[config.mk]
export PLATFORM = sky130hd
export DESIGN_NAME = rr_arbiter_8_flat
export DESIGN_NICKNAME = d
export VERILOG_FILES = /design/src/rtl/rr_arbiter_8_pkg.sv /design/src/rtl/rr_arbiter_8_if.sv /design/src/rtl/rr_arbiter_8_onehot_enc8.sv /design/src/rtl/rr_arbiter_8.sv /design/src/flat_wrapper.sv
export SDC_FILE = /design/constraint.sdc
export NUM_CORES = 1
export LEC_CHECK = 0
export ABC_AREA = 0
export ABC_CLOCK_PERIOD_IN_PS = 3400
export CAP_MARGIN = 10
export CORE_UTILIZATION = 45
export DETAILED_ROUTE_END_ITERATION = 12
export PLACE_DENSITY_LB_ADDON = 0.2
export SYNTH_ARGS = -nofsm -noshare
export SYNTH_HDL_FRONTEND = slang
export SYNTH_SLANG_ARGS = --single-unit
[constraint.sdc]
create_clock -name clk -period 3.4 [get_ports clk]
set_clock_uncertainty 0.1 [all_clocks]
set_input_delay 0.51 -clock clk [delete_from_list [all_inputs] [get_ports clk]]
set_output_delay 0.51 -clock clk [all_outputs]
set_load 0.01 [all_outputs]
[src/rtl/rr_arbiter_8_pkg.sv]
// Shared types, constants and rotation helpers for the 8-way round-robin arbiter.
package arb_pkg;

    localparam int N    = 8;
    localparam int IDXW = 3;

    typedef enum logic [1:0] {
        IDLE    = 2'd0,
        GRANT   = 2'd1,
        RELEASE = 2'd2
    } arb_state_t;

    // Rotate right by sh: the bit at position sh lands at position 0.
    function automatic logic [N-1:0] rotr(input logic [N-1:0] x, input logic [IDXW-1:0] sh);
        logic [2*N-1:0] dbl;
        dbl  = {x, x} >> sh;
        rotr = dbl[N-1:0];
    endfunction

    // Rotate left by sh: undoes rotr with the same shift amount.
    function automatic logic [N-1:0] rotl(input logic [N-1:0] x, input logic [IDXW-1:0] sh);
        logic [2*N-1:0] dbl;
        dbl  = {x, x} << sh;
        rotl = dbl[2*N-1:N];
    endfunction

endpackage

[src/rtl/rr_arbiter_8_if.sv]
// Request/grant bundle between the requesters (master) and the arbiter (slave).
interface rr_arbiter_8_if;
    import arb_pkg::*;

    logic [N-1:0]    req;
    logic [N-1:0]    done;
    logic [N-1:0]    gnt;
    logic [IDXW-1:0] gnt_idx;
    logic            gnt_v;
    logic            timeout;

    modport master (
        output req, done,
        input  gnt, gnt_idx, gnt_v, timeout
    );

    modport slave (
        input  req, done,
        output gnt, gnt_idx, gnt_v, timeout
    );
endinterface

[src/rtl/rr_arbiter_8_onehot_enc8.sv]
// Combinational 8-to-3 one-hot to binary encoder with a valid flag.
module onehot_enc8
    import arb_pkg::*;
(
    input  logic [N-1:0]    onehot,
    output logic [IDXW-1:0] idx,
    output logic            valid
);

    // Each index bit is the OR of every input position whose index has that bit set.
    genvar gi, gj;
    generate
        for (gi = 0; gi < IDXW; gi++) begin : g_bit
            logic [N-1:0] sel;
            for (gj = 0; gj < N; gj++) begin : g_pos
                if (((gj >> gi) & 1) == 1) begin : g_on
                    assign sel[gj] = onehot[gj];
                end else begin : g_off
                    assign sel[gj] = 1'b0;
                end
            end
            assign idx[gi] = |sel;
        end
    endgenerate

    assign valid = |onehot;

endmodule

[src/rtl/rr_arbiter_8.sv]
// Round-robin arbiter for 8 requesters with a per-grant hold limit.
// One idle bubble follows every release before the next grant is decided.
module rr_arbiter_8
    import arb_pkg::*;
#(
    parameter int MAX_HOLD = 16,
    parameter int CNTW     = 8
) (
    input  logic          clk,
    input  logic          rst,
    rr_arbiter_8_if.slave bus
);

    arb_state_t      state_reg;
    logic [IDXW-1:0] ptr_reg;
    logic [CNTW-1:0] hold_cnt_reg;
    logic [N-1:0]    gnt_reg;
    logic [IDXW-1:0] gnt_idx_reg;
    logic            gnt_v_reg;
    logic            timeout_reg;

    logic [N-1:0]    rot_req;
    logic [N-1:0]    rot_pick;
    logic [N-1:0]    win_onehot;
    logic [IDXW-1:0] win_idx;
    logic            win_valid;

    logic            owner_done;
    logic            owner_req;
    logic            expired;
    logic            release_now;

    // Search starts at ptr: rotate it down to bit 0, isolate the lowest set bit, rotate back.
    assign rot_req    = rotr(bus.req, ptr_reg);
    assign rot_pick   = rot_req & (~rot_req + N'(1));
    assign win_onehot = rotl(rot_pick, ptr_reg);

    onehot_enc8 u_enc (
        .onehot (win_onehot),
        .idx    (win_idx),
        .valid  (win_valid)
    );

    assign owner_done  = bus.done[gnt_idx_reg];
    assign owner_req   = bus.req[gnt_idx_reg];
    assign expired     = (hold_cnt_reg == CNTW'(MAX_HOLD));
    assign release_now = owner_done || !owner_req || expired;

    // Arbiter FSM with all outputs registered.
    always_ff @(posedge clk) begin
        if (rst) begin
            state_reg    <= IDLE;
            ptr_reg      <= '0;
            hold_cnt_reg <= '0;
            gnt_reg      <= '0;
            gnt_idx_reg  <= '0;
            gnt_v_reg    <= 1'b0;
            timeout_reg  <= 1'b0;
        end else begin
            case (state_reg)
                IDLE: begin
                    timeout_reg <= 1'b0;
                    if (win_valid) begin
                        gnt_reg      <= win_onehot;
                        gnt_idx_reg  <= win_idx;
                        gnt_v_reg    <= 1'b1;
                        hold_cnt_reg <= CNTW'(1);
                        state_reg    <= GRANT;
                    end
                end
                GRANT: begin
                    if (release_now) begin
                        gnt_reg      <= '0;
                        gnt_v_reg    <= 1'b0;
                        hold_cnt_reg <= '0;
                        ptr_reg      <= gnt_idx_reg + IDXW'(1);
                        // A voluntary release (done or dropped req) masks expiry.
                        timeout_reg  <= !owner_done && owner_req;
                        state_reg    <= RELEASE;
                    end else begin
                        hold_cnt_reg <= hold_cnt_reg + CNTW'(1);
                    end
                end
                RELEASE: begin
                    timeout_reg <= 1'b0;
                    state_reg   <= IDLE;
                end
                default: begin
                    state_reg <= IDLE;
                end
            endcase
        end
    end

    assign bus.gnt     = gnt_reg;
    assign bus.gnt_idx = gnt_idx_reg;
    assign bus.gnt_v   = gnt_v_reg;
    assign bus.timeout = timeout_reg;

endmodule
[src/flat_wrapper.sv]
// flat-port wrapper written by rule: the top's interface ports become plain ports
module rr_arbiter_8_flat import arb_pkg::*;
#(
    parameter int MAX_HOLD = 16,
    parameter int CNTW     = 8
)
  (clk, rst, bus_req, bus_done, bus_gnt, bus_gnt_idx, bus_gnt_v, bus_timeout);
  rr_arbiter_8_if bus_i ();
  input  logic clk;
  input  logic rst;
  input wire logic [$bits(bus_i.req)-1:0] bus_req;
  input wire logic [$bits(bus_i.done)-1:0] bus_done;
  output wire logic [$bits(bus_i.gnt)-1:0] bus_gnt;
  output wire logic [$bits(bus_i.gnt_idx)-1:0] bus_gnt_idx;
  output wire logic [$bits(bus_i.gnt_v)-1:0] bus_gnt_v;
  output wire logic [$bits(bus_i.timeout)-1:0] bus_timeout;
  assign bus_i.req = bus_req;
  assign bus_i.done = bus_done;
  assign bus_gnt = bus_i.gnt;
  assign bus_gnt_idx = bus_i.gnt_idx;
  assign bus_gnt_v = bus_i.gnt_v;
  assign bus_timeout = bus_i.timeout;
  rr_arbiter_8 #(.MAX_HOLD(MAX_HOLD), .CNTW(CNTW)) u_core (.clk(clk), .rst(rst), .bus(bus_i));
endmodule
==> results of run 1 <==
[metrics by stage]
step	area, um2	cells	utilization [%]	setup TNS [ns]	power (mW)
4_1_cts	2940	406	62.2	0	2.08
2_1_floorplan	2210	273	-	0	1.32
3_5_place_dp	2870	402	60.7	-2.60	1.82
6_report	2960	406	62.6	0	2.10
5_1_grt	2960	406	62.6	0	2.25
3_3_place_gp	2870	402	60.7	-1.64	1.80
[worst max-delay path, delay by kind of cell]
family | cells | cell delay [ns]
and+or+nand+nor | 3 | 0.61
buffers and inverters | 2 | 0.65
muxes | 1 | 0.49
AOI/OAI and AO/OA | 4 | 1.10
[logic make-up after synthesis]
family | after synthesis
buffers and inverters | 28
xor gates and xnor gates | 1
adders and majority gates | 3
and+or+nand+nor | 114
DFF | 26
AOI/OAI and AO/OA | 72
muxes | 29
[power breakdown]
part | total [mW] | switching, mW | internal (mW)
clock network | 0.255 | 0.0973 | 0.157
registers | 0.466 | 0.0872 | 0.379
logic | 1.38 | 0.693 | 0.690
[how the worst max path moves through the flow]
| stage | endpoint | depth (start not counted) | start | slack, ns |
|---|---|---|---|---|
| after global routing | u_core.bus.gnt[0] | 12 | bus_req[3] | 0.005 |
| after CTS | u_core.hold_cnt_reg[4] | 10 | bus_req[5] | 0.10 |
| after floorplan | u_core.bus.gnt[4] | 10 | bus_req[3] | 0.39 |
| after detailed placement | u_core.hold_cnt_reg[7] | 10 | bus_req[5] | -0.17 |
| final | u_core.hold_cnt_reg[4] | 10 | bus_req[3] | 0.12 |
| after global placement | u_core.hold_cnt_reg[3] | 10 | bus_req[5] | -0.12 |
[layout by cell type, fill, tap and decap left out, drive strengths merged, types with 11 or more instances in the layout]
cell type | synthesis | layout
buf | 10 | 49
nand2 | 41 | 41
clkdlybuf4s50 | 0 | 29
dfxtp | 26 | 26
nor2 | 22 | 22
nand3 | 15 | 15
a21oi | 15 | 15
mux2i | 13 | 13
inv | 11 | 11
[final cells by class]
| type | count | area, um2 |
|---|---|---|
| well taps | 67 | 83.8 |
| inverters | 11 | 41.3 |
| clock buffers | 3 | 41.3 |
| fillers | 431 | 1770 |
| clock inverters | 1 | 30.0 |
| repair buffers | 79 | 674 |
| multi-input cells | 219 | 1560 |
| flip-flops and latches | 26 | 522 |
[per-layer routing]
metal	wire length (um)	vias up	track usage (%)	share of wire [%]
met1	2830	1093	32.8	49
met3	227	4	2.50	3.9
met5	0	-	0	0
li1	-	1157	-	-
met4	21	0	2.18	0.36
met2	2740	46	38.2	47
==> impl_metrics.csv, run 1 <==
group,metric,value,unit
outcome,status,"completed",
worst_setup_path,r2r_end,"u_core.bus.gnt[6]",
worst_setup_path,r2r_start,"u_core.ptr_reg[1]",
synthesis,yosys.area.top_type,"dfxtp_1",
synthesis,ys_ff_latch,26,
synthesis,synth_most_common_cell,"nand2_1",
synthesis,synth_ff_type,"dfxtp_1",
layout,drive_gt1_share,22.7,%
synthesis,yosys.area_share.xor_xnor,0.396,%
timing,setup_slack,0.121,ns
worst_setup_path,cp_slowest_cell,"mux4_2",
timing,fmax,305,MHz
route,dr.first_iter.drc_count,155,
floorplan,fp.dieW,72.1,um
synthesis,synth_area,2210,um2
route,wl_per_cell,14.3,um
floorplan,io_pins,31,
timing,grt_setup_unrepaired,"no",
route,via_per_inst,5.67,
worst_setup_path,crit_chain,"clkdlybuf4s50_1 > mux4_2 > nor2b_1 > a32o_1 > or3_1 > a2111o_1 > o41ai_4 > buf_6 > nand2_1 > a31oi_1",
layout,num_antenna_cells,0,
synthesis,synth_top_family_by_area,"simple AND/OR/NAND/NOR gates",
global_route,antenna_found_initial,0,
place,io_buffers,30,
clock_network,clkTransAtPathRegs,0.09,ns
timing,hold_viol_final,0,
worst_setup_path,crit_type,"in2reg",
worst_setup_path,rrSetupSlack,0.30,ns
timing,final_max_slew_viol_count,0,
clock_network,clockBufferDepth,2,
clock_network,cts_root_buf,"clkbuf_8",
run,drv_cap,0,
place,dp_hpwl,4530,um
timing,setup_violations,0,
synthesis,synth_mux_area_share,18.6,%
global_route,grt-ovfl-total,0,
layout,area_delta_synth_final,33.8,%
floorplan,initial_core_util,46.8,%
worst_setup_path,end_kind,"register",
global_route,grt_max_degree,23,
synthesis,synth_nets,294,
worst_setup_path,reg2reg_depth,10,
route,vias,2300,
global_route,grt_pass1_vias,2054,
hold_path,holdPathStages,2,
synthesis,syn_inst,273,
place,place_ws,-0.170,ns
worst_setup_path,cp-start-kind,"input port",
global_route,grt_pass1_wl,9570,um
worst_setup_path,cp_max_fo,8,
worst_setup_path,worstPathRequired,3.49,ns
synthesis,ys_types,56,
synthesis,synth.top_cell.area_share,23.6,%
clock_network,hold_buffers,0,
hold_path,min_to,"u_core.bus.gnt[6]",
route,ant_nets,0,
synthesis,synth_seq_area_share,23.6,%
route,drt-pass1-iter-count,4,
synthesis,synth_compound_area_share,24.6,%
pwr,ir_drop,0.469,mV
clock_network,insertion_delay,0.27,ns
clock_network,clock_sinks,26,
route,drc,0,
timing,slew_headroom,45.1,%
global_route,grt.total_usage,22.8,%
hold_path,hp-class,"reg2reg",
floorplan,dieHeight,72.1,um
timing,period_share,96.4,%
clock_network,cts_buffers,3,
timing,worst_slew_pin_slew,0.820,ns
place,finalWeightedCongestion,0.934,
clock_network,postCtsResizedCells,0,
pwr,power.density,712,nW/um2
route,totalWireLength,5820,um
clock_network,cts_tree,"built",
pwr,leakagePower,1.18,nW
floorplan,core,4720,um2
synthesis,async_reset_ff_share,0,%
clock_network,htree_levels,1,
synthesis,synthTopCellsByArea,"dfxtp_1, mux4_2, nand2_1",
timing,hold_slack,0.365,ns
hold_path,hold_start,"u_core.bus.gnt[6]",
synthesis,avgSynthCellArea,8.09,um2
synthesis,yosysWarnings,0,
synthesis,yosys.area_share.simple,24.9,%
timing,finalCriticalPeriod,3.28,ns
floorplan,dieArea,5190,um2
layout,nets,361,
worst_setup_path,critPathMaxStageDelay,0.49,ns
synthesis,synth_edf_count,0,
floorplan,rows,25,
clock_network,cts_setup_buffers,0,
synthesis,synthTopCellsByCount,"nand2_1, dfxtp_1, nor2_1",
worst_setup_path,cp_data_arrival_time,3.37,ns
synthesis,synth_adder_area_share,1.70,%
No activity file was read; power rests on OpenSTA's default activity.
==> run 2, diff against run 1 <==
- CORE_ASPECT_RATIO: unset -> 1.1
==> impl_metrics.csv, run 2 (synthesized netlist as in run 1, its figures left out) <==
group,metric,value,unit
worst_setup_path,rrSetupSlack,0.25,ns
timing,setup_violations,0,
clock_network,clock_sinks,26,
clock_network,clkTransAtPathRegs,0.09,ns
route,via_per_inst,5.82,
pwr,ir_drop,0.487,mV
floorplan,core,4680,um2
route,wl_per_cell,14.9,um
hold_path,hp-class,"reg2reg",
layout,fill_cells,442,
global_route,antenna_found_initial,0,
worst_setup_path,cp_data_arrival_time,3.32,ns
worst_setup_path,r2r_start,"u_core.ptr_reg[1]",
worst_setup_path,crit_type,"in2reg",
route,ant_nets,0,
global_route,grt_pass1_wl,9560,um
pwr,total_power,2.01,mW
hold_path,hold_start,"u_core.bus.gnt[6]",
global_route,grt-ovfl-total,0,
hold_path,holdPathStages,2,
clock_network,htree_levels,1,
pwr,power.density,691,nW/um2
global_route,grt.total_usage,23.9,%
place,dp_hpwl,4570,um
timing,worst_slew_pin_slew,0.795,ns
layout,final_common_cell,"buf_4",
floorplan,initial_core_util,47.2,%
layout,multi_input_area,1560,um2
route,drc,0,
layout,num_antenna_cells,0,
worst_setup_path,crit_chain,"clkdlybuf4s50_1 > mux4_2 > nor2b_1 > a32o_1 > or3_1 > a2111o_1 > o41ai_4 > buf_6 > nand2_1 > a31oi_1",
route,dr.first_iter.drc_count,174,
timing,hold_viol_final,0,
layout,layout_common_cells,"buf_4, nand2_1, clkdlybuf4s50_1, dfxtp_1, nor2_1",
timing,hold_slack,0.365,ns
worst_setup_path,cp_slowest_cell,"mux4_2",
clock_network,postCtsResizedCells,0,
layout,area_delta_synth_final,31.7,%
layout,fin_cells,394,
timing,final_max_slew_viol_count,0,
worst_setup_path,cp-start-kind,"input port",
timing,fmax,308,MHz
place,placement.cell_area,2840,um2
route,drt-pass1-iter-count,4,
worst_setup_path,worstPathRequired,3.48,ns
worst_setup_path,r2r_end,"u_core.bus.gnt[2]",
floorplan,io_pins,31,
clock_network,cts_setup_buffers,0,
route,vias,2293,
run,drv_cap,0,
timing,grt_setup_unrepaired,"no",
timing,slew_headroom,46.8,%
route,totalWireLength,5870,um
worst_setup_path,reg2reg_depth,10,
floorplan,dieHeight,75.5,um
timing,finalCriticalPeriod,3.24,ns
global_route,grt_max_degree,23,
place,io_buffers,30,
worst_setup_path,cp_max_fo,8,
worst_setup_path,end_kind,"register",
hold_path,min_to,"u_core.bus.gnt[6]",
floorplan,dieArea,5190,um2
timing,period_share,95.4,%
place,dp.cells,390,
outcome,status,"completed",
floorplan,fp.dieW,68.8,um
layout,drive_gt1_share,21.9,%
floorplan,rows,26,
clock_network,cts_tree,"built",
clock_network,cts_buffers,3,
pwr,leakagePower,1.16,nW
clock_network,cts_root_buf,"clkbuf_8",
clock_network,hold_buffers,0,
clock_network,clockBufferDepth,2,
worst_setup_path,critPathMaxStageDelay,0.49,ns
clock_network,insertion_delay,0.27,ns
place,finalWeightedCongestion,0.894,
layout,finalCoreUtilization,62.1,%
global_route,grt_pass1_vias,2158,
layout,postLayoutCellArea,2910,um2
layout,seq_area,520,um2
layout,nets,360,
run 2: cell count changes in the layout (fill, tap and decap cells not counted), sizes merged:
cell,previous run,this run
clkbuf,3,4
buf,49,48
bufinv,1,0
run 2: stage by stage:
| step | TNS (ns) | worst slack, ns |
|---|---|---|
| after floorplan | 0 | 0.390 |
| after global placement | -1.36 | -0.128 |
| after detailed placement | -1.91 | -0.166 |
| after CTS | 0 | 0.102 |
| after global routing | 0 | 0.0113 |
| final | 0 | 0.155 |
run 2: critical path: cells and delay by family:
kind	cells	cell delay [ns]
buf+inv	2	0.63
simple gates	3	0.61
compound gates	4	1.08
mux	1	0.49
run 2: final cells by class:
type	instances	share of cell area, %
Multi-Input combinational cell	219	53.5
Timing Repair Buffer	78	22.9
Inverter	11	1.42
Tap cell	56	2.41
Clock buffer	4	1.89
Sequential cell	26	17.9
run 2: worst max-delay path by stage:
stage / startpoint / slack, ns / endpoint / depth (start not counted)
final: bus_req[3] / 0.16 / u_core.hold_cnt_reg[6] / 10
after global placement: bus_req[5] / -0.13 / u_core.hold_cnt_reg[4] / 10
after CTS: bus_req[3] / 0.10 / u_core.hold_cnt_reg[7] / 10
after detailed placement: bus_req[3] / -0.17 / u_core.hold_cnt_reg[6] / 10
after global routing: u_core.ptr_reg[1] / 0.01 / u_core.bus.gnt[6] / 11
after floorplan: bus_req[3] / 0.39 / u_core.bus.gnt[4] / 10
run 2: report_power, final:
| part | internal [mW] | switching [mW] |
|---|---|---|
| registers | 0.379 | 0.0860 |
| logic | 0.674 | 0.674 |
| clock network | 0.103 | 0.0956 |
run 2: metal layers:
| metal | wire (um) | vias to the layer above | track usage (%) |
|---|---|---|---|
| li1 | - | 1155 | - |
| met1 | 2770 | 1090 | 30.7 |
| met2 | 2830 | 38 | 41.7 |
| met3 | 171 | 10 | 1.65 |
| met4 | 90 | 0 | 8.84 |
| met5 | 0 | - | 0 |
==> run 3, diff against run 2 <==
- ABC_AREA: 0 -> unset
- CELL_PAD_IN_SITES_DETAIL_PLACEMENT: unset -> 0
- CELL_PAD_IN_SITES_GLOBAL_PLACEMENT: unset -> 1
- CORE_UTILIZATION: 45 -> 41
==> impl_metrics.csv, run 3 (synthesized netlist as in run 1, its figures left out) <==
group,metric,value,unit
clock_network,cts_buffers,3,
pwr,clkPwrFrac,8.4,%
worst_setup_path,worstPathRequired,3.45,ns
worst_setup_path,cp_slowest_cell,"mux4_2",
pwr,power.density,689,nW/um2
pwr,p_comb_share,68.6,%
pwr,total_power,2.03,mW
place,finalWeightedCongestion,0.876,
worst_setup_path,crit_chain,"clkdlybuf4s50_1 > mux4_2 > or4b_1 > a21oi_2 > o211a_1 > nor3_1 > and3_2 > a21o_2 > buf_4 > mux2i_1",
worst_setup_path,cp_data_arrival_time,3.31,ns
hold_path,holdPathStages,2,
clock_network,clkTransAtPathRegs,0.08,ns
place,dp_hpwl,4660,um
route,via_per_inst,5.59,
worst_setup_path,reg2reg_depth,10,
worst_setup_path,cp_max_fo,8,
pwr,p_seq_share,23.1,%
worst_setup_path,crit_type,"in2reg",
route,drt-pass1-iter-count,4,
hold_path,hp-class,"reg2reg",
timing,finalCriticalPeriod,3.26,ns
worst_setup_path,crit_family,"simple AND/OR/NAND/NOR gates",
pwr,leakagePower,1.18,nW
pwr,power.share.switching,43.1,%
pwr,p_switching,0.873,mW
outcome,status,"completed",
clock_network,hold_buffers,0,
timing,setup_slack,0.140,ns
global_route,grt_max_degree,26,
global_route,grt-ovfl-total,0,
timing,grt_setup_unrepaired,"no",
place,place_ws,-0.270,ns
global_route,antenna_found_initial,0,
floorplan,initial_core_util,43.3,%
layout,layout_common_cells,"buf_4, nand2_1, clkdlybuf4s50_1, dfxtp_1, nor2_1",
place,placement.cell_area,2870,um2
worst_setup_path,cp-startpoint,"bus_req[4]",
route,totalWireLength,5930,um
worst_setup_path,cp-start-kind,"input port",
floorplan,rows,27,
clock_network,clockBufferDepth,2,
worst_setup_path,critPathMaxStageDelay,0.55,ns
clock_network,clock_sinks,26,
place,io_buffers,30,
global_route,grt.total_usage,22.0,%
clock_network,cts_setup_buffers,0,
worst_setup_path,crit_cells,10,
pwr,internal_power,1.15,mW
floorplan,dieHeight,79.0,um
floorplan,dieArea,5690,um2
clock_network,htree_levels,1,
worst_setup_path,end_kind,"register",
timing,slew_headroom,71.6,%
timing,period_share,95.9,%
global_route,grt_pass1_wl,10000,um
route,ant_nets,0,
run,drv_cap,0,
timing,worst_slew_pin_slew,0.415,ns
route,drc,0,
route,dr.first_iter.drc_count,192,
route,wl_per_cell,14.5,um
clock_network,cts_tree,"built",
worst_setup_path,r2r_start,"u_core.ptr_reg[1]",
timing,final_max_slew_viol_count,0,
floorplan,fp.dieW,72.0,um
worst_setup_path,cp.buffers_inverters,2,
pwr,ir_drop,0.394,mV
layout,num_antenna_cells,0,
floorplan,io_pins,31,
clock_network,insertion_delay,0.26,ns
layout,final_common_cell,"buf_4",
clock_network,cts_root_buf,"clkbuf_8",
hold_path,hold_start,"u_core.bus.gnt_v",
floorplan,core,5100,um2
layout,nets,361,
layout,drive_gt1_share,23.1,%
route,vias,2290,
timing,setup_violations,0,
timing,fmax,307,MHz
timing,hold_viol_final,0,
global_route,grt_pass1_vias,2090,
timing,setup-tns-final,0,ns
layout,postLayoutCellArea,2940,um2
layout,area_delta_synth_final,33.1,%
-- run 3: area by class of cell --
cell class | count | area, um2
Fill cell | 482 | 2160
Clock buffer | 3 | 41.3
Inverter | 11 | 41.3
Sequential cell | 26 | 522
Multi-Input combinational cell | 219 | 1570
Timing Repair Buffer | 79 | 679
Tap cell | 72 | 90.1
-- run 3: worst paths after layout --
check                      endpoint  slack, ns
max               u_core.bus.gnt[0]       0.14
min                u_core.bus.gnt_v       0.36
max reg2reg  u_core.hold_cnt_reg[3]       0.28
min reg2reg        u_core.bus.gnt_v       0.36
-- run 3: tightest hold or removal path, stage by stage, from the launching register on --
cell and delay [ns]:
dfxtp_1 0.31, nand2_1 0.05, a21oi_1 0.06
-- run 3: per-stage QoR --
step / std cells / hold slack [ns] / util, %
floorplan: 273 / 0.381 / -
global placement: 407 / 0.345 / 56.3
detailed placement: 407 / 0.358 / 56.3
CTS: 410 / 0.368 / 57.1
global route: 410 / 0.398 / 57.6
finish: 410 / 0.360 / 57.6
-- run 3: power by group through the flow --
| stage | logic, mW | clock network, mW | registers [mW] |
|---|---|---|---|
| after floorplan | 0.868 | 0 | 0.455 |
| after global placement | 1.34 | 0 | 0.474 |
| after detailed placement | 1.35 | 0 | 0.476 |
| after CTS | 1.36 | 0.178 | 0.469 |
| after global routing | 1.52 | 0.188 | 0.481 |
| final | 1.39 | 0.170 | 0.467 |
-- run 3: what timing repair did --
action / in CTS / in global routing
resized for setup: 0 / 13
setup endpoints to repair: 0 / 19
hold endpoints to repair: 0 / 0
-- run 3: metal layers --
layer  track usage (%)  share of wire (%)  up-vias
li1                  -                  -     1156
met1              29.8                 47     1098
met2              37.4                 49       30
met3              1.78                2.1        6
met4              6.27                1.1        0
met5                 0                  0        -
